**src/rtl/truthtable_pkg.sv**
```systemverilog
// Shared types and sizing helpers for the truth-table capture harness.
package truthtable_pkg;

    typedef enum logic [1:0] {
        IDLE   = 2'd0,
        HOLD   = 2'd1,
        SAMPLE = 2'd2,
        DONE   = 2'd3
    } tt_state_e;

    function automatic int unsigned table_w(input int unsigned n_in);
        return 32'd1 << n_in;
    endfunction

    // Settle counter runs 0 .. settle-1; keep at least one bit so SETTLE_CYCLES=0 still elaborates.
    function automatic int unsigned settle_w(input int unsigned settle);
        return (settle > 32'd1) ? $clog2(settle) : 32'd1;
    endfunction

endpackage

```
**src/rtl/tt_popcount.sv**
```systemverilog
// Combinational population count of a W-bit vector.
module tt_popcount #(
    parameter int unsigned W = 8
) (
    input  logic [W-1:0]       bits,
    output logic [$clog2(W):0] count
);
    localparam int unsigned CW = $clog2(W) + 1;

    // Sum of the set bits
    always_comb begin
        count = '0;
        for (int i = 0; i < W; i++) begin
            count = count + CW'(bits[i]);
        end
    end

endmodule

```
**src/rtl/truthtable_capture.sv**
```systemverilog
// Sweeps every input row of an external combinational function and records its truth table.
// Optional TRUTHTABLE_COMPARE_EN adds an expected-table comparison with first failing row.
module truthtable_capture
    import truthtable_pkg::*;
#(
    parameter int unsigned N_IN          = 3,
    parameter int unsigned SETTLE_CYCLES = 1
) (
    input  logic                     clk,
    input  logic                     reset,
    input  logic                     start,
    input  logic                     f_in,
`ifdef TRUTHTABLE_COMPARE_EN
    input  logic [table_w(N_IN)-1:0] expected,
    output logic                     mismatch,
    output logic [N_IN-1:0]          first_fail,
`endif
    output logic [N_IN-1:0]          x_out,
    output logic                     busy,
    output logic                     done,
    output logic [table_w(N_IN)-1:0] table_out,
    output logic                     valid,
    output logic [N_IN:0]            ones_cnt
);
    localparam int unsigned TABLE_W     = table_w(N_IN);
    localparam int unsigned CNT_W       = settle_w(SETTLE_CYCLES);
    localparam int unsigned SETTLE_LAST = (SETTLE_CYCLES > 32'd0) ? SETTLE_CYCLES - 32'd1 : 32'd0;
    // With no settle time a row goes straight to its sampling cycle.
    localparam tt_state_e       ENTRY_STATE = (SETTLE_CYCLES == 32'd0) ? SAMPLE : HOLD;
    localparam logic [N_IN-1:0] ROW_LAST    = N_IN'(TABLE_W - 32'd1);

    tt_state_e          state_r;
    tt_state_e          next_state_s;
    logic [N_IN-1:0]    row_r;
    logic [N_IN-1:0]    row_next_s;
    logic [N_IN-1:0]    x_out_r;
    logic [CNT_W-1:0]   settle_cnt_r;
    logic               settle_done_s;
    logic               last_row_s;
    logic               accept_s;
    logic               copy_s;
    logic               busy_s;
    logic [TABLE_W-1:0] shadow_r;
    logic [TABLE_W-1:0] table_r;
    logic [N_IN:0]      pop_s;
    logic [N_IN:0]      ones_r;
    logic               busy_r;
    logic               done_r;
    logic               valid_r;

    assign settle_done_s = (state_r == HOLD) && (settle_cnt_r == CNT_W'(SETTLE_LAST));
    assign last_row_s    = (row_r == ROW_LAST);

    // FSM state register
    always_ff @(posedge clk) begin
        if (reset) begin
            state_r <= IDLE;
        end else begin
            state_r <= next_state_s;
        end
    end

    // FSM next-state logic
    always_comb begin
        next_state_s = state_r;
        case (state_r)
            IDLE:    next_state_s = start ? ENTRY_STATE : IDLE;
            HOLD:    next_state_s = settle_done_s ? SAMPLE : HOLD;
            SAMPLE:  next_state_s = last_row_s ? DONE : ENTRY_STATE;
            DONE:    next_state_s = start ? ENTRY_STATE : IDLE;
            default: next_state_s = IDLE;
        endcase
    end

    // FSM output decode: start acceptance, table commit, next row and busy
    always_comb begin
        accept_s   = 1'b0;
        copy_s     = 1'b0;
        row_next_s = row_r;
        case (state_r)
            IDLE: begin
                accept_s   = start;
                row_next_s = '0;
            end
            HOLD:   row_next_s = row_r;
            SAMPLE: row_next_s = row_r + N_IN'(1'b1);
            DONE: begin
                accept_s   = start;
                copy_s     = 1'b1;
                row_next_s = '0;
            end
            default: row_next_s = '0;
        endcase
        busy_s = (next_state_s == HOLD) || (next_state_s == SAMPLE);
    end

    // Settle counter: counts cycles spent in HOLD for the current row
    always_ff @(posedge clk) begin
        if (reset) begin
            settle_cnt_r <= '0;
        end else if ((state_r == HOLD) && !settle_done_s) begin
            settle_cnt_r <= settle_cnt_r + CNT_W'(1'b1);
        end else begin
            settle_cnt_r <= '0;
        end
    end

    // Row counter; wraps to zero after the last row
    always_ff @(posedge clk) begin
        if (reset) begin
            row_r <= '0;
        end else begin
            row_r <= row_next_s;
        end
    end

    // Shadow table collects one sample per row; cleared when a sweep starts
    always_ff @(posedge clk) begin
        if (reset) begin
            shadow_r <= '0;
        end else if (accept_s) begin
            shadow_r <= '0;
        end else if (state_r == SAMPLE) begin
            shadow_r[row_r] <= f_in;
        end else begin
            shadow_r <= shadow_r;
        end
    end

    tt_popcount #(
        .W (TABLE_W)
    ) u_popcount (
        .bits  (shadow_r),
        .count (pop_s)
    );

    // Registered drive, busy and done outputs
    always_ff @(posedge clk) begin
        if (reset) begin
            x_out_r <= '0;
            busy_r  <= 1'b0;
            done_r  <= 1'b0;
        end else begin
            x_out_r <= busy_s ? row_next_s : '0;
            busy_r  <= busy_s;
            done_r  <= copy_s;
        end
    end

    // Result registers; a commit wins over a coincident start, which then clears valid a cycle later
    always_ff @(posedge clk) begin
        if (reset) begin
            table_r <= '0;
            ones_r  <= '0;
            valid_r <= 1'b0;
        end else if (copy_s) begin
            table_r <= shadow_r;
            ones_r  <= pop_s;
            valid_r <= 1'b1;
        end else begin
            table_r <= table_r;
            ones_r  <= ones_r;
            valid_r <= (accept_s || busy_r) ? 1'b0 : valid_r;
        end
    end

`ifdef TRUTHTABLE_COMPARE_EN
    logic [TABLE_W-1:0] expected_r;
    logic [TABLE_W-1:0] diff_s;
    logic [N_IN-1:0]    first_fail_s;
    logic               mismatch_r;
    logic [N_IN-1:0]    first_fail_r;

    assign diff_s = shadow_r ^ expected_r;

    // Lowest differing row index, zero when the tables agree
    always_comb begin
        first_fail_s = '0;
        for (int i = TABLE_W - 1; i >= 0; i--) begin
            first_fail_s = diff_s[i] ? N_IN'(i) : first_fail_s;
        end
    end

    // Expected table latched on start; verdict committed alongside table_out
    always_ff @(posedge clk) begin
        if (reset) begin
            expected_r   <= '0;
            mismatch_r   <= 1'b0;
            first_fail_r <= '0;
        end else begin
            expected_r   <= accept_s ? expected : expected_r;
            mismatch_r   <= copy_s ? (|diff_s) : mismatch_r;
            first_fail_r <= copy_s ? first_fail_s : first_fail_r;
        end
    end

    assign mismatch   = mismatch_r;
    assign first_fail = first_fail_r;
`endif

    assign x_out     = x_out_r;
    assign busy      = busy_r;
    assign done      = done_r;
    assign table_out = table_r;
    assign valid     = valid_r;
    assign ones_cnt  = ones_r;

endmodule
```
**config.mk**
```make
export PLATFORM = sky130hd
export DESIGN_NAME = truthtable_capture
export DESIGN_NICKNAME = d
export VERILOG_FILES = /design/src/rtl/truthtable_pkg.sv /design/src/rtl/tt_popcount.sv /design/src/rtl/truthtable_capture.sv
export SDC_FILE = /design/constraint.sdc
export NUM_CORES = 1
export LEC_CHECK = 0
export CORE_MARGIN = 2
export CORE_UTILIZATION = 38
export CTS_CLUSTER_DIAMETER = 30
export DETAILED_ROUTE_END_ITERATION = 8
export GPL_ROUTABILITY_DRIVEN = 0
export REMOVE_ABC_BUFFERS = 1
export SLEW_MARGIN = 20
export SYNTH_ARGS = -nofsm -noshare
export SYNTH_HDL_FRONTEND = slang
export SYNTH_SLANG_ARGS = --single-unit
```
**constraint.sdc**
```tcl
create_clock -name clk -period 3.5 [get_ports clk]
set_clock_uncertainty 0.15 [all_clocks]
set_input_delay 0.7 -clock clk [delete_from_list [all_inputs] [get_ports clk]]
set_output_delay 0.7 -clock clk [all_outputs]
set_load 0.05 [all_outputs]
```
==> results_dict.tcl, run 1 <==
set metrics [dict create \
    timing.fmax_mhz 336 \
    finalSetupTns_ns 0 \
    vias 1000 \
    path_class "flop to flop" \
    holdWs_ns 0.325 \
    p_leak_nw 0.721 \
    ys_types 31 \
    layout-drive-gt1-share 0.0667 \
    instances_no_fill 213 \
    io_buffer_count 21 \
    worstHoldPathCells 2 \
    grt_pass1_wl_um 4440 \
    hpwlAfterDp_um 1780 \
    cp_max_fo 3 \
    hold_viol_final 0 \
    r2r-end "ones_cnt[1]" \
    worst_ep_required_time_ns 3.55 \
    dieArea_mm2 0.00440 \
    cts_hold_buffers 0 \
    coreArea_mm2 0.00369 \
    fp.dieH_um 66.3 \
    antenna_found_initial 0 \
    seq_area_frac_synth 0.434 \
    synth_fa_ha_area_frac 0.131 \
    insertion_delay_ns 0.28 \
    drt_iter0_markers 26 \
    r2r_setup_slack_ns 0.52 \
    synth_xor_xnor_area_share 0.00593 \
    hold_class "flop to flop" \
    wl_um 2470 \
    grt_pass1_vias 1002 \
    grt_busiest_layer "met2" \
    ctsResizeCount 0 \
    powerDensity_mw_per_mm2 390 \
    slew_headroom 0.502 \
    fp.dieW_um 66.3 \
    drt-pass1-iter-count 4 \
    syn_inst 144 \
    nFillCells 363 \
    track_usage 0.140 \
    synth_top_family_by_area "simple AND/OR/NAND/NOR gates" \
    grt.met2_usage 0.205 \
    htreeDepth 2 \
    arrival_ns 3.03 \
    place_inst 205 \
    ios 22 \
    p_total_w 0.000696 \
    overflow 0 \
    ant_nets 0 \
    min_to "ones_cnt[3]" \
    synth_compound_area_frac 0.0424 \
    status "complete, no violations" \
    rr_startpoint "shadow_r[0]" \
    setup_slack_ns 0.522 \
    period_minus_slack_ns 2.98 \
    synthSimpleGateAreaFrac 0.177 \
    cp-start-kind "flop" \
    preCtsSetupSlack_ns 0.554 \
    fin_nets 181 \
    grt_use_met3 0.0647 \
    grt_setup_unrepaired "no" \
    finalCritPeriodShare 0.851 \
    setup_viol 0 \
    fp-row-count 22 \
    cts_inserted_buffers 5 \
    worst_pin_slew_ns 0.747 \
    cts_max_path_buffers 2 \
    cts_sinks 32 \
    ys_seq_elements 32 \
    post_cts_buffers 0 \
    avgSynthCellArea_um2 10.3 \
    route.detailed.drc 0 \
    syn_to_final_growth_pct 20.8 \
    root_buffer "clkbuf_8" \
    wl_per_cell_um 11.6 \
    r2r_cells 9 \
    cts_tree "done" \
    viasPerCell 4.69 \
    cap_violations 0 \
    grt_max_degree 16 \
    ys_warn_count 0 \
    antenna_cells 0 \
    drv_slew 0 \
    path_clk_slew_ns 0.06 \
    synth_area_mm2 0.00148 \
    endpoint_kind "flop" \
    use_met1 0.161 \
    hold_path_startpoint "ones_cnt[3]" \
    synthMuxAreaShare 0.129 \
    start_util 0.400 \
    ir_worst_vdd_v 0.000221 \
]
## layer usage
metal / share of wire / up-vias
li1: - / 509
met1: 0.48 / 460
met2: 0.42 / 21
met3: 0.055 / 10
met4: 0.041 / 0
met5: 0 / -
## cell usage in the layout, fill, tap and decap left out
master / Yosys / layout
buf_4: 4 / 1
a22oi_1: 2 / 2
clkbuf_1: 0 / 2
and4bb_1: 2 / 2
a211oi_1: 1 / 1
clkdlybuf4s50_1: 0 / 21
a21o_1: 1 / 1
ha_1: 9 / 9
nand4b_1: 3 / 3
and4bb_2: 1 / 1
nor4b_4: 1 / 1
a41o_1: 1 / 1
nor2_1: 26 / 26
nand3_1: 1 / 1
and3b_1: 1 / 1
conb_1: 1 / 1
xnor2_1: 1 / 1
a21oi_1: 2 / 2
dfxtp_1: 32 / 32
inv_1: 15 / 15
and3_1: 1 / 1
nand2b_1: 1 / 1
nor2b_1: 2 / 2
mux2i_1: 19 / 19
nand2_1: 4 / 4
nand3b_1: 1 / 1
nor2b_2: 1 / 1
o31ai_2: 1 / 1
nand4_1: 1 / 1
fa_1: 4 / 4
clkbuf_8: 0 / 6
## per-stage QoR
step	util	instance area [um2]
2_1_floorplan	-	1420
3_3_place_gp	0.459	1690
3_5_place_dp	0.459	1690
4_1_cts	0.484	1780
5_1_grt	0.484	1780
6_report	0.484	1780
## critical path, cell delays in order, from the launching register on
cell and delay, ns:
dfxtp_1 0.33, ha_1 0.29, inv_1 0.07, fa_1 0.42
fa_1 0.49, inv_1 0.05, fa_1 0.39, inv_1 0.09
fa_1 0.40, a211oi_1 0.22
## kinds of logic after synthesis
family                     count (synthesis)
other                                      1
adders and majority gates                 13
xor gates and xnor gates                   1
and+or+nand+nor                           46
muxes                                     19
DFF                                       32
buffers and inverters                     24
AOI/OAI and AO/OA                          8
## sequential cells by signal, summed over array words and instances (netlist names)
signal and cells:
shadow_r 8, table_out 8, busy 1, settle_cnt_r 1
valid 1, ones_cnt 4, x_out 3, done 1
row_r 3, state_r 2
## synth_stat cells
cell type / number / share of area
a22oi_1: 2 / 0.010
o31ai_2: 1 / 0.0085
xnor2_1: 1 / 0.0059
buf_4: 4 / 0.020
nor2_1: 26 / 0.066
nor2b_2: 1 / 0.0059
ha_1: 9 / 0.076
mux2i_1: 19 / 0.13
nand2b_1: 1 / 0.0042
nand4_1: 1 / 0.0042
a211oi_1: 1 / 0.0051
and3b_1: 1 / 0.0059
a21oi_1: 2 / 0.0068
a21o_1: 1 / 0.0051
nor4b_4: 1 / 0.016
inv_1: 15 / 0.038
and3_1: 1 / 0.0042
buf_2: 3 / 0.010
conb_1: 1 / 0.0025
nand2_1: 4 / 0.010
nand3b_1: 1 / 0.0051
and4bb_2: 1 / 0.0085
nor2b_1: 2 / 0.0085
buf_6: 1 / 0.0076
nand4b_1: 3 / 0.018
fa_1: 4 / 0.054
dfxtp_1: 32 / 0.43
and4bb_1: 2 / 0.017
buf_1: 1 / 0.0025
nand3_1: 1 / 0.0034
a41o_1: 1 / 0.0068
## worst max path at each step
stage	from	to	slack, ns	depth (start not counted)
global placement	shadow_r[0]	ones_cnt[1]	0.60	9
CTS	shadow_r[0]	ones_cnt[1]	0.53	9
detailed placement	shadow_r[0]	ones_cnt[1]	0.55	9
finish	shadow_r[0]	ones_cnt[1]	0.52	9
floorplan	shadow_r[0]	ones_cnt[1]	0.65	9
global route	shadow_r[0]	ones_cnt[1]	0.40	9
## where the power goes
part           internal, W  leakage, nW  total (W)  switching (W)
clock             0.000160       0.0455   0.000287       0.000127
combinational    0.0000137        0.417  0.0000383      0.0000246
sequential        0.000368        0.259   0.000371     0.00000279
total             0.000542        0.721   0.000696       0.000155
## area by class of cell
class                   instances  area [um2]  share of cell area
clock buffers                   8        90.1              0.0505
inverters                      15        56.3              0.0316
multi-input cells              88         719               0.403
flip-flops and latches         32         641               0.359
well taps                      48        60.1              0.0337
repair buffers                 22         218               0.122
Note: power is estimated with default switching activity, not from simulation.
==> inputs of run 2 (changes only) <==
--- a/config.mk
+++ b/config.mk
@@ -9,7 +9,7 @@
 export CORE_UTILIZATION = 38
 export CTS_CLUSTER_DIAMETER = 30
 export DETAILED_ROUTE_END_ITERATION = 8
-export GPL_ROUTABILITY_DRIVEN = 0
+export GPL_ROUTABILITY_DRIVEN = 1
 export REMOVE_ABC_BUFFERS = 1
 export SLEW_MARGIN = 20
 export SYNTH_ARGS = -nofsm -noshare
==> results of run 2 <==
The final DEF is identical to that of run 1; final timing and power are the same.
